`config.mk`:
```
export PLATFORM = sky130hd
export DESIGN_NAME = aes_dec_round_ctrl_flat
export DESIGN_NICKNAME = d
export VERILOG_FILES = /design/src/rtl/aes_dec_round_ctrl_if.sv /design/src/rtl/aes_dec_round_ctrl.sv /design/src/flat_wrapper.sv
export SDC_FILE = /design/constraint.sdc
export NUM_CORES = 1
export LEC_CHECK = 0
export CAP_MARGIN = 20
export CORE_MARGIN = 3
export CORE_UTILIZATION = 40
export DETAILED_ROUTE_END_ITERATION = 16
export PLACE_DENSITY = 0.8
export SYNTH_ARGS = -nofsm -noshare
export SYNTH_HDL_FRONTEND = slang
export SYNTH_SLANG_ARGS = --single-unit
```
`constraint.sdc`:
```
create_clock -name clk -period 1.7 [get_ports clk]
set_input_delay 0.34 -clock clk [delete_from_list [all_inputs] [get_ports clk]]
set_output_delay 0.34 -clock clk [all_outputs]
set_load 0.005 [all_outputs]
```
`src/rtl/aes_dec_round_ctrl_if.sv`:
```
`timescale 1ns/1ps
`default_nettype none
// ============================================================================
//  Module      : aes_dec_round_ctrl_if
//  Description : Handshake and datapath-control bundle for the AES-128
//                inverse-cipher round sequencer.
//                slave  : the sequencer's view (drives handshake outputs
//                         and all datapath controls).
//                master : the surrounding system's view (key expander,
//                         block producer, plaintext consumer).
//  Signals     : keys_valid, in_valid, out_ready          (master -> slave)
//                in_ready, out_valid, busy, key_lock,
//                count[3:0], key_add_en, inv_rows_en,
//                inv_mix_en, sel_input, state_we          (slave -> master)
//  Revision    : 1.0  initial release
// ============================================================================
interface aes_dec_round_ctrl_if;
    logic       keys_valid;
    logic       in_valid;
    logic       in_ready;
    logic       out_valid;
    logic       out_ready;
    logic       busy;
    logic       key_lock;
    logic [3:0] count;
    logic       key_add_en;
    logic       inv_rows_en;
    logic       inv_mix_en;
    logic       sel_input;
    logic       state_we;

    modport slave (
        input  keys_valid, in_valid, out_ready,
        output in_ready, out_valid, busy, key_lock, count,
               key_add_en, inv_rows_en, inv_mix_en, sel_input, state_we
    );

    modport master (
        output keys_valid, in_valid, out_ready,
        input  in_ready, out_valid, busy, key_lock, count,
               key_add_en, inv_rows_en, inv_mix_en, sel_input, state_we
    );
endinterface
`default_nettype wire

```
`src/rtl/aes_dec_round_ctrl.sv`:
```
`timescale 1ns/1ps
`default_nettype none
// ============================================================================
//  Module      : aes_dec_round_ctrl
//  Description : Round sequencer for the AES-128 inverse cipher. Accepts a
//                ciphertext block on a valid/ready handshake, then steps the
//                round-key index from NUM_ROUNDS down to 0: one plain
//                AddRoundKey (LOAD), NUM_ROUNDS-1 full inverse rounds
//                (ROUND), one round without InvMixColumns (FINAL), and holds
//                the plaintext (DONE) until the consumer takes it.
//  Ports       : clk  - clock, rising edge
//                rst  - synchronous active-high reset
//                bus  - aes_dec_round_ctrl_if.slave (handshake + controls)
//  Revision    : 1.0  initial release
// ============================================================================
module aes_dec_round_ctrl #(
    parameter int NUM_ROUNDS = 10
) (
    input  wire logic           clk,
    input  wire logic           rst,
    aes_dec_round_ctrl_if.slave bus
);

    localparam logic [2:0] S_IDLE  = 3'd0;
    localparam logic [2:0] S_LOAD  = 3'd1;
    localparam logic [2:0] S_ROUND = 3'd2;
    localparam logic [2:0] S_FINAL = 3'd3;
    localparam logic [2:0] S_DONE  = 3'd4;

    localparam logic [3:0] C_LAST_KEY = 4'(NUM_ROUNDS);

    logic [2:0] r_state;
    logic [3:0] r_rnd;
    // Cleared by reset, set on the first edge after release: keeps in_ready
    // low for the first post-reset cycle.
    logic       r_armed;

    logic       w_in_ready;
    logic       w_accept;
    logic       w_rnd_bad;
    logic       w_active;

    always_comb begin
        w_rnd_bad  = (r_rnd > C_LAST_KEY);
        w_active   = (r_state == S_LOAD) || (r_state == S_ROUND) ||
                     (r_state == S_FINAL);
        // Gating with rst makes "reset wins" visible on the handshake too.
        w_in_ready = (r_state == S_IDLE) && r_armed && !rst && bus.keys_valid;
        w_accept   = w_in_ready && bus.in_valid;
    end

    always_ff @(posedge clk) begin
        if (rst) begin
            r_state <= S_IDLE;
            r_rnd   <= 4'd0;
            r_armed <= 1'b0;
        end else begin
            r_armed <= 1'b1;
            if (w_rnd_bad) begin
                // Out-of-range key index: abandon the block.
                r_state <= S_IDLE;
                r_rnd   <= 4'd0;
            end else begin
                case (r_state)
                    S_IDLE: begin
                        if (w_accept) begin
                            r_state <= S_LOAD;
                            r_rnd   <= C_LAST_KEY;
                        end
                    end
                    S_LOAD: begin
                        r_state <= S_ROUND;
                        r_rnd   <= r_rnd - 4'd1;
                    end
                    S_ROUND: begin
                        if (r_rnd == 4'd1) begin
                            r_state <= S_FINAL;
                            r_rnd   <= 4'd0;
                        end else begin
                            r_rnd   <= r_rnd - 4'd1;
                        end
                    end
                    S_FINAL: begin
                        r_state <= S_DONE;
                    end
                    S_DONE: begin
                        if (bus.out_ready) begin
                            r_state <= S_IDLE;
                        end
                    end
                    default: begin
                        r_state <= S_IDLE;
                        r_rnd   <= 4'd0;
                    end
                endcase
            end
        end
    end

    // All controls are a pure decode of state and round counter.
    always_comb begin
        bus.in_ready    = w_in_ready;
        bus.out_valid   = (r_state == S_DONE);
        bus.busy        = w_active;
        bus.key_lock    = w_active || (r_state == S_DONE);
        bus.count       = (w_active && !w_rnd_bad) ? r_rnd : 4'd0;
        bus.key_add_en  = w_active;
        bus.state_we    = w_active;
        bus.sel_input   = (r_state == S_LOAD);
        bus.inv_rows_en = (r_state == S_ROUND) || (r_state == S_FINAL);
        bus.inv_mix_en  = (r_state == S_ROUND);
    end

endmodule
`default_nettype wire
```
`src/flat_wrapper.sv`:
```
// flat-port wrapper written by rule: the top's interface ports become plain ports
module aes_dec_round_ctrl_flat 
#(
    parameter int NUM_ROUNDS = 10
)
  (clk, rst, bus_keys_valid, bus_in_valid, bus_out_ready, bus_in_ready, bus_out_valid, bus_busy, bus_key_lock, bus_count, bus_key_add_en, bus_inv_rows_en, bus_inv_mix_en, bus_sel_input, bus_state_we);
  aes_dec_round_ctrl_if bus_i ();
  input  wire logic clk;
  input  wire logic rst;
  input wire logic [$bits(bus_i.keys_valid)-1:0] bus_keys_valid;
  input wire logic [$bits(bus_i.in_valid)-1:0] bus_in_valid;
  input wire logic [$bits(bus_i.out_ready)-1:0] bus_out_ready;
  output wire logic [$bits(bus_i.in_ready)-1:0] bus_in_ready;
  output wire logic [$bits(bus_i.out_valid)-1:0] bus_out_valid;
  output wire logic [$bits(bus_i.busy)-1:0] bus_busy;
  output wire logic [$bits(bus_i.key_lock)-1:0] bus_key_lock;
  output wire logic [$bits(bus_i.count)-1:0] bus_count;
  output wire logic [$bits(bus_i.key_add_en)-1:0] bus_key_add_en;
  output wire logic [$bits(bus_i.inv_rows_en)-1:0] bus_inv_rows_en;
  output wire logic [$bits(bus_i.inv_mix_en)-1:0] bus_inv_mix_en;
  output wire logic [$bits(bus_i.sel_input)-1:0] bus_sel_input;
  output wire logic [$bits(bus_i.state_we)-1:0] bus_state_we;
  assign bus_i.keys_valid = bus_keys_valid;
  assign bus_i.in_valid = bus_in_valid;
  assign bus_i.out_ready = bus_out_ready;
  assign bus_in_ready = bus_i.in_ready;
  assign bus_out_valid = bus_i.out_valid;
  assign bus_busy = bus_i.busy;
  assign bus_key_lock = bus_i.key_lock;
  assign bus_count = bus_i.count;
  assign bus_key_add_en = bus_i.key_add_en;
  assign bus_inv_rows_en = bus_i.inv_rows_en;
  assign bus_inv_mix_en = bus_i.inv_mix_en;
  assign bus_sel_input = bus_i.sel_input;
  assign bus_state_we = bus_i.state_we;
  aes_dec_round_ctrl #(.NUM_ROUNDS(NUM_ROUNDS)) u_core (.clk(clk), .rst(rst), .bus(bus_i));
endmodule
```
# Word level (Yosys, flattened, before mapping)
# Index checks and enable logic that the tools add are counted.
# Widths: inputs -> output; s select.
[word_totals]
n_memories = 0
elab_cells = 39
register_bits = 8
latch_bits = 0
ramBits = 0
rom_bits = 0
input_bits = 5
[op_classes]
n_mul = 0
eq_ne = 8
bitwise = 1
n_mux = 9
reduce_logical = 16
shifts = 0
n_addsub = 1
n_div = 0
magnitude_cmp = 1
[ops]
columns = ["operator", "count"]
rows = [
  ["$pmux 4 s4", 1],
  ["$pmux 3 s5", 1],
  ["$mux 4", 3],
  ["$mux 3", 3],
  ["$eq 3x2->1 const B", 2],
  ["$logic_and 1x1->1", 5],
  ["$eq 4x1->1 const B", 1],
  ["$gt 4x4->1 const B", 1],
  ["$logic_or 1x1->1", 4],
  ["$ne 2x1->1 const B", 2],
  ["$reduce_or 2->1", 2],
  ["$sub 4x1->4 const B", 1],
  ["$eq 3x1->1 const B", 1],
  ["$eq 3x3->1 const B", 1],
  ["$logic_not 3->1", 1],
  ["$reduce_and 3->1", 1],
  ["$logic_not 1->1", 2],
  ["$ne 2x2->1 const B", 1],
  ["$reduce_and 2->1", 1],
  ["$mux 1", 1],
  ["$not 1->1", 1],
]

# Logic depth before layout (Yosys ltp)
# Gate-level depths: netlist (run 1).
[logic_depth]
ltp_word = 7
ltp_mapped = 6

# Worst setup path after synthesis (run 1)
# No wires, ideal clock.
[synth_timing]
path_kind = "reg-to-output"
start = "register u_core.r_rnd[0]"
end = "output bus_count[0]"
path_stages_with_launch = 6
setup_slack_ns = 0.318
arrival_ns = 1.042
t_required_ns = 1.360
cell_sequence = "dfxtp_1 inv_1 ha_1 nor2b_1 o21ai_2 and3_1"
[synth_via]
elab_chain_len = 4
[synth_lines]
columns = ["element", "line", "rtl"]
rows = [
  ["from (decl)", "aes_dec_round_ctrl.sv:33", "logic [3:0] r_rnd;"],
  ["from (signal assigned)", "aes_dec_round_ctrl.sv:73", "r_rnd <= r_rnd - 4'd1;"],
  ["from (signal assigned)", "aes_dec_round_ctrl.sv:80", "r_rnd <= r_rnd - 4'd1;"],
  ["$gt 4x4->1", "aes_dec_round_ctrl.sv:44", "w_rnd_bad = (r_rnd > C_LAST_KEY);"],
  ["$logic_not 1->1", "aes_dec_round_ctrl.sv:106", "bus.count = (w_active && !w_rnd_bad) ? r_rnd : 4'd0;"],
  ["$logic_and 1x1->1", "aes_dec_round_ctrl.sv:106", ""],
  ["$mux 4 (*)", "aes_dec_round_ctrl.sv:106", ""],
  ["to (decl)", "flat_wrapper.sv:17", "output wire logic [$bits(bus_i.count)-1:0] bus_count;"],
]
# Every way passes the cells marked *; elsewhere a longest branch is shown, timed or not.

# Worst setup path after layout (run 1)
[layout_timing]
start = "register u_core.r_rnd[0]"
end = "output bus_count[3]"
[layout_via]
elab_chain_len = 4
[layout_lines]
columns = ["element", "line"]
rows = [
  ["$gt 4x4->1", "aes_dec_round_ctrl.sv:44"],
  ["$logic_not 1->1", "aes_dec_round_ctrl.sv:106"],
  ["$logic_and 1x1->1", "aes_dec_round_ctrl.sv:106"],
  ["$mux 4", "aes_dec_round_ctrl.sv:106"],
]
# No other way between the ends.

==> flow_summary_export.csv, run 1 <==
group,metric,value,unit
run_status,outcome,"complete, but fails checks",
run_status,failed_checks,"setup timing",
synthesis,post_synth_and_or_nand_nor_area_fraction,38.4,%
synthesis,gate_count_post_synth,72,
sta,setup_slack,-0.0688,ns
grt,number_of_antenna_violations_at_the_first_check_in_global_routing,0,
layout,mostFrequentLayoutCell,"sky130_fd_sc_hd__buf_4",
layout,combined_area_of_the_multi_input_logic_cells,412,um2
sta,total_count_of_max_transition_violations_in_the_final_report,0,
floorplanning,initial_utilization,43.7,%
power,p_total,0.000458,W
detailed_routing,drt_first_iter_violations,15,
sta,fin_hold_ws,0.613,ns
floorplanning,core.rowCount,13,
worst_setup_path,reg2reg_slack,0.14,ns
cts,cts.path.max_buffers,2,
cts,worst_skew_pair_later_pin_latency,0.25,ns
detailed_routing,firstDrtPassIters,4,
detailed_routing,post_drt_wl_per_cell,13.6,um
worst_setup_path,critical_path.endpoint_type,"output port",
layout,layout-area-overhead-vs-synth,69.7,%
cts,cts-buffers-inserted,3,
synthesis,synth_xor_xnor_area_share,1.50,%
cts,clkSinkCount,8,
worst_setup_path,crit_arrival,1.43,ns
synthesis,dominant_combinational_cell_family_by_area_after_synthesis,"simple AND/OR/NAND/NOR gates",
worst_setup_path,critical_path_buf_inv_count,3,
synthesis,multiplexer_share_of_the_synthesized_area,0,%
hold_path,worst_hold_path_type,"reg -> reg",
power,power_leakage,0.520,nW
sta,worst-slew-pin-transition,0.322,ns
sta,timing.final.hold_violations,0,
grt,via_count_of_the_first_global_routing_pass,635,
power,power.ir.vdd_worst,427,uV
place,io_buffers,17,
place,dp.final_hpwl,1.17,mm
worst_setup_path,timing.critical_path.max_delay_family,"flip-flops",
floorplanning,die_height,44.2,um
floorplanning,fp.dieW,44.2,um
worst_setup_path,critical_path_peak_fanout,3,
synthesis,postSynthRegisterBits,8,
power,power.density,463,mW/mm2
place,place_congestion,0.812,
sta,grt_setup_unrepaired,"true",
synthesis,synth_adder_area_share,6.44,%
detailed_routing,route.vias.total,690,
layout,layout_cell_share_with_drive_strength_beyond_1,45.5,%
synthesis,yosys_warnings,0,
layout,fillers,100,
floorplanning,placeableCoreArea,0.00133,mm2
cts,cts_tree,"yes",
detailed_routing,vias_per_cell,5.52,
cts,path_clk_slew,0.06,ns
synthesis,yosysUniqueCellTypes,34,
cts,htree_levels,1,
sta,setup-violations-final,2,
layout,layout.cells.most_common_list,"22 x sky130_fd_sc_hd__buf_4, 5 x sky130_fd_sc_hd__nor2_1, 5 x sky130_fd_sc_hd__dlymetal6s2s_1",
worst_setup_path,cpPeakStageDelay,0.33,ns
synthesis,synthesis.nets,80,
detailed_routing,drt_drc_violations_left,0,
detailed_routing,routed_wl,1.70,mm
sta,max_clock_freq,0.565,GHz
worst_setup_path,worst_setup_path_start_kind,"flop",
synthesis,syn_avg_cell_area,8.10,um2
layout,regArea,170,um2
synthesis,synth_compound_gate_area_share,17.4,%
synthesis,synth_sequential_area_ratio,27.5,%
grt,globalRouteOverflowTotal,0,
synthesis,netlist_area,583,um2
detailed_routing,ant_nets,0,
cts,ctsHoldBuffers,0,
floorplanning,die-area,0.00195,mm2
sta,final_min_period_over_clock_period,104,%
sta,layout_min_cycle_time,1.77,ns
floorplanning,boundaryPins,18,
layout,n_antenna_cell,0,
layout,nNetsFinal,120,
sta,timing.clock.skew,0.0118,ns
worst_setup_path,critical-path-slowest-cell,"sky130_fd_sc_hd__dfxtp_2",
sta,worst_slew_margin_rel,78.2,%
grt,grt_first_pass_wirelength,2.71,mm
grt,global_route_usage_over_all_layers,18.1,%
job,max_cap_viol_count,0,
grt,grt_max_degree,12,
cts,cts.root.buffer_cell,"sky130_fd_sc_hd__clkbuf_4",
worst_setup_path,crit_chain,"inv_2 -> ha_2 -> nor2b_1 -> o21ai_2 -> buf_4 -> and3_4 -> buf_6",
worst_setup_path,criticalPathCategory,"reg -> out",
worst_setup_path,data_required_critical_path,1.36,ns
## metrics by stage
stage	std cells	worst slack [ns]	TNS (ns)	cell area (um2)	util, %
after global placement	114	-0.122	-0.238	852	63.9
after detailed placement	114	-0.148	-0.396	852	63.9
final	125	-0.0688	-0.137	990	74.2
after floorplan	72	0.318	0	583	-
after global routing	125	-0.131	-0.260	990	74.2
after CTS	121	-0.161	-0.930	922	69.1
## routing by layer
metal | up-vias | wire [um] | global-route usage (%) | share of wire (%)
met5 | - | 0 | 0 | 0
met4 | 0 | 12 | 7.23 | 0.71
met3 | 4 | 80 | 2.44 | 4.7
met2 | 25 | 840 | 31.4 | 49
met1 | 326 | 765 | 22.4 | 45
li1 | 335 | - | - | -
## cell families after synthesis
group           after synthesis
buf+inv                       9
fa+ha+maj                     3
compound gates               15
xor+xnor                      1
simple gates                 36
flops                         8
## synth_stat cells, drive strengths merged
master,count,area [um2]
a21o,1,7.51
a21oi,4,20.0
a311oi,1,8.76
a31oi,2,12.5
and2,2,12.5
and3,4,25.0
and3b,1,8.76
and4,1,8.76
buf,6,40.0
dfxtp,8,160
ha,3,37.5
inv,3,11.3
nand2,4,15.0
nand2b,2,12.5
nand3b,1,7.51
nand4b,1,8.76
nor2,7,28.8
nor2b,4,25.0
nor3,1,5.00
nor3b,2,15.0
nor4,4,31.3
nor4b,1,8.76
o211ai,2,20.0
o21ai,4,23.8
o41ai,1,8.76
or4,1,11.3
xnor2,1,8.76
## layout make-up
type	count	share of cell area (%)
Tap cell	15	1.90
Inverter	3	1.14
Clock buffer	3	2.28
Multi-Input combinational cell	55	41.6
Timing Repair Buffer	41	35.9
Sequential cell	8	17.2
## worst min-delay path: stages (launching register included)
cell and delay (ns):
sky130_fd_sc_hd__dfxtp_2 0.33, sky130_fd_sc_hd__buf_4 0.15, sky130_fd_sc_hd__a311oi_1 0.09
## power by group
group | leakage, nW | internal [W] | switching (W)
Sequential | 0.0678 | 0.000194 | 0.00000950
Clock | 0.0138 | 0.0000807 | 0.0000632
Combinational | 0.439 | 0.0000632 | 0.0000478
Total | 0.520 | 0.000338 | 0.000121
## registers in the layout (all words and copies together) (netlist names)
signal	cells
u_core.r_armed	1
u_core.r_rnd	4
u_core.r_state	3
## worst paths after layout
check	to	cells past startpoint	startpoint
setup / recovery	bus_count[3]	7	u_core.r_rnd[0]
hold / removal	u_core.r_rnd[0]	2	u_core.r_rnd[0]
setup reg to reg	u_core.r_rnd[2]	9	u_core.r_rnd[0]
hold reg to reg	u_core.r_rnd[0]	2	u_core.r_rnd[0]
## timing repair
item,in CTS,in global routing
resized for setup,25,21
pin swaps,4,4
buffers inserted,4,4
endpoints found under the setup margin,13,10
No activity file was read; power rests on OpenSTA's default activity.
==> run 2: changes to the inputs <==
CORE_MARGIN = 4   (was 3)
==> run 2 against run 1 <==
The run now ends clean. Count of clock-buffer cells in the layout unchanged. Power decreased by 0.16%. Critical endpoint unchanged. Utilization decreased by 3.2 points. Hold slack got worse by 0.036 ns.
==> flow_summary_export.csv, run 2 (synthesis gave the netlist of run 1 again) <==
group,metric,value,unit
worst_setup_path,crit_path_end,"bus_count[3]",
worst_setup_path,worst-r2r-cell-count,7,
place,dp.final_hpwl,1.18,mm
layout,fillers,113,
layout,layout.cells.most_common_list,"19 x sky130_fd_sc_hd__buf_4, 8 x sky130_fd_sc_hd__dlygate4sd2_1, 5 x sky130_fd_sc_hd__nor2_1",
power,p_total,0.000458,W
layout,number_of_flip_flops_in_the_largest_register,4,
worst_setup_path,cpPeakStageDelay,0.33,ns
hold_path,worst_hold_path_type,"reg -> reg",
worst_setup_path,critPathMostFrequentCell,"sky130_fd_sc_hd__buf_6",
cts,worst_skew_pair_later_pin_latency,0.25,ns
worst_setup_path,critical_path.endpoint_type,"output port",
worst_setup_path,critical-path-slowest-cell,"sky130_fd_sc_hd__dfxtp_2",
sta,final_min_period_over_clock_period,98.4,%
detailed_routing,routed_wl,1.65,mm
cts,cts_tree,"yes",
floorplanning,fp.dieW,46.2,um
sta,setup-violations-final,0,
detailed_routing,route.vias.total,663,
layout,n_antenna_cell,0,
worst_setup_path,data_required_critical_path,1.36,ns
sta,timing.final.hold_violations,0,
worst_setup_path,critPathLaunch,"u_core.r_rnd[0]",
worst_setup_path,worst_setup_path_start_kind,"flop",
sta,grt_setup_unrepaired,"true",
power,power_leakage,0.441,nW
detailed_routing,drt_drc_violations_left,0,
detailed_routing,ant_nets,0,
sta,worst-slew-pin-transition,0.440,ns
cts,path_clk_slew,0.06,ns
grt,globalRouteOverflowTotal,0,
floorplanning,core.rowCount,13,
place,place_congestion,0.792,
grt,grt_first_pass_wirelength,2.60,mm
grt,grt_max_degree,10,
layout,layout_top_registers,"u_core.r_rnd x4, u_core.r_state x3, u_core.r_armed x1",
detailed_routing,vias_per_cell,5.43,
cts,cts.root.buffer_cell,"sky130_fd_sc_hd__clkbuf_4",
sta,max_clock_freq,0.598,GHz
floorplanning,die-area,0.00213,mm2
place,placed_area,852,um2
detailed_routing,drt_first_iter_violations,14,
floorplanning,die_height,46.2,um
place,io_buffers,17,
detailed_routing,post_drt_wl_per_cell,13.5,um
worst_setup_path,crit_arrival,1.33,ns
grt,global_route_usage_over_all_layers,16.9,%
worst_setup_path,crit_chain,"inv_2 -> ha_4 -> nor2b_2 -> o21ai_2 -> buf_6 -> and3_4 -> buf_6",
cts,cts.path.max_buffers,2,
layout,nNetsFinal,117,
sta,layout_min_cycle_time,1.67,ns
floorplanning,boundaryPins,18,
run_status,outcome,"finished, final reports clean",
cts,ctsHoldBuffers,0,
cts,htree_levels,1,
layout,mostFrequentLayoutCell,"sky130_fd_sc_hd__buf_4",
worst_setup_path,timing.rr.start,"u_core.r_rnd[1]",
worst_setup_path,critical_path_peak_fanout,4,
sta,timing.clock.skew,0.00612,ns
cts,cts-buffers-inserted,3,
sta,worst_slew_margin_rel,70.2,%
power,power.ir.vdd_worst,306,uV
worst_setup_path,regToRegEndpoint,"u_core.r_rnd[0]",
grt,via_count_of_the_first_global_routing_pass,627,
layout,design_area,947,um2
layout,layout-area-overhead-vs-synth,62.4,%
layout,layout_cell_share_with_drive_strength_beyond_1,43.9,%
power,power.density,483,mW/mm2
floorplanning,placeableCoreArea,0.00133,mm2
worst_setup_path,criticalPathCategory,"reg -> out",
sta,total_count_of_max_transition_violations_in_the_final_report,0,
job,max_cap_viol_count,0,
cts,clkSinkCount,8,
grt,number_of_antenna_violations_at_the_first_check_in_global_routing,0,
floorplanning,initial_utilization,43.7,%
worst_setup_path,reg2reg_slack,0.14,ns
detailed_routing,firstDrtPassIters,4,
layout,registers.top_by_ff_count,"u_core.r_rnd",
==> run 2: changes by cell type in the layout (fill, tap and decap cells not counted), moves of 2 or more <==
cell                             change
sky130_fd_sc_hd__dlymetal6s2s_1      -5
sky130_fd_sc_hd__dlygate4sd2_1       +6
sky130_fd_sc_hd__buf_4               -3
sky130_fd_sc_hd__dfxtp_2             +2
==> run 2: final cells by class <==
| cell class | instances | area (um2) | share of cell area (%) |
|---|---|---|---|
| multi-input cells | 55 | 414 | 43.7 |
| repair buffers | 38 | 312 | 32.9 |
| flip-flops and latches | 8 | 169 | 17.8 |
| clock buffers | 3 | 22.5 | 2.38 |
| well taps | 15 | 18.8 | 1.98 |
| inverters | 3 | 11.3 | 1.19 |
==> run 2: how the worst min path moves through the flow <==
stage                     from               to  slack, ns  cells after the start
3_3_place_gp   u_core.r_rnd[3]  u_core.r_rnd[3]       0.55                      2
6_report       u_core.r_rnd[3]  u_core.r_rnd[3]       0.58                      2
2_1_floorplan              rst   u_core.r_armed       0.43                      1
4_1_cts        u_core.r_rnd[3]  u_core.r_rnd[3]       0.57                      2
5_1_grt        u_core.r_rnd[0]  u_core.r_rnd[0]       0.62                      2
3_5_place_dp   u_core.r_rnd[3]  u_core.r_rnd[3]       0.56                      2
==> run 2: where the power goes <==
group / internal [W] / switching (W)
clock network: 0.0000809 / 0.0000653
registers: 0.000195 / 0.00000970
logic: 0.0000600 / 0.0000463
total: 0.000336 / 0.000121
==> run 2: metal layers <==
metal | share of wire [%] | track usage [%] | vias up
met4 | 0 | 5.11 | 0
li1 | - | - | 331
met1 | 43 | 21.8 | 300
met2 | 47 | 29.4 | 32
met5 | 0 | 0 | -
met3 | 9.4 | 1.17 | 0
==> run 2: critical path: cells and delay by family (launching register included) <==
| family | cells | cell delay [ns] |
|---|---|---|
| flip-flops | 1 | 0.33 |
| adder cells (fa/ha/maj) | 1 | 0.15 |
| AO/OA/AOI/OAI | 1 | 0.07 |
| AND/OR/NAND/NOR | 2 | 0.27 |
| buffers and inverters | 3 | 0.29 |
==> run 2: timing repair <==
action | 4_1_cts | 5_1_grt
gates resized for setup | 35 | 9
pin swaps | 6 | 1
endpoints found under the setup margin | 13 | 4
buffers inserted | 5 | 0
==> run 2: metrics by stage <==
| step | cells | TNS, ns | hold slack (ns) | setup WS (ns) | utilization, % |
|---|---|---|---|---|---|
| global placement | 114 | -0.231 | 0.553 | -0.121 | 63.9 |
| floorplan | 72 | 0 | 0.425 | 0.318 | - |
| detailed placement | 114 | -0.346 | 0.555 | -0.139 | 63.9 |
| finish | 122 | 0 | 0.577 | 0.0266 | 71.0 |
| CTS | 122 | -0.105 | 0.567 | -0.100 | 69.7 |
| global route | 122 | -0.0646 | 0.617 | -0.0250 | 71.0 |
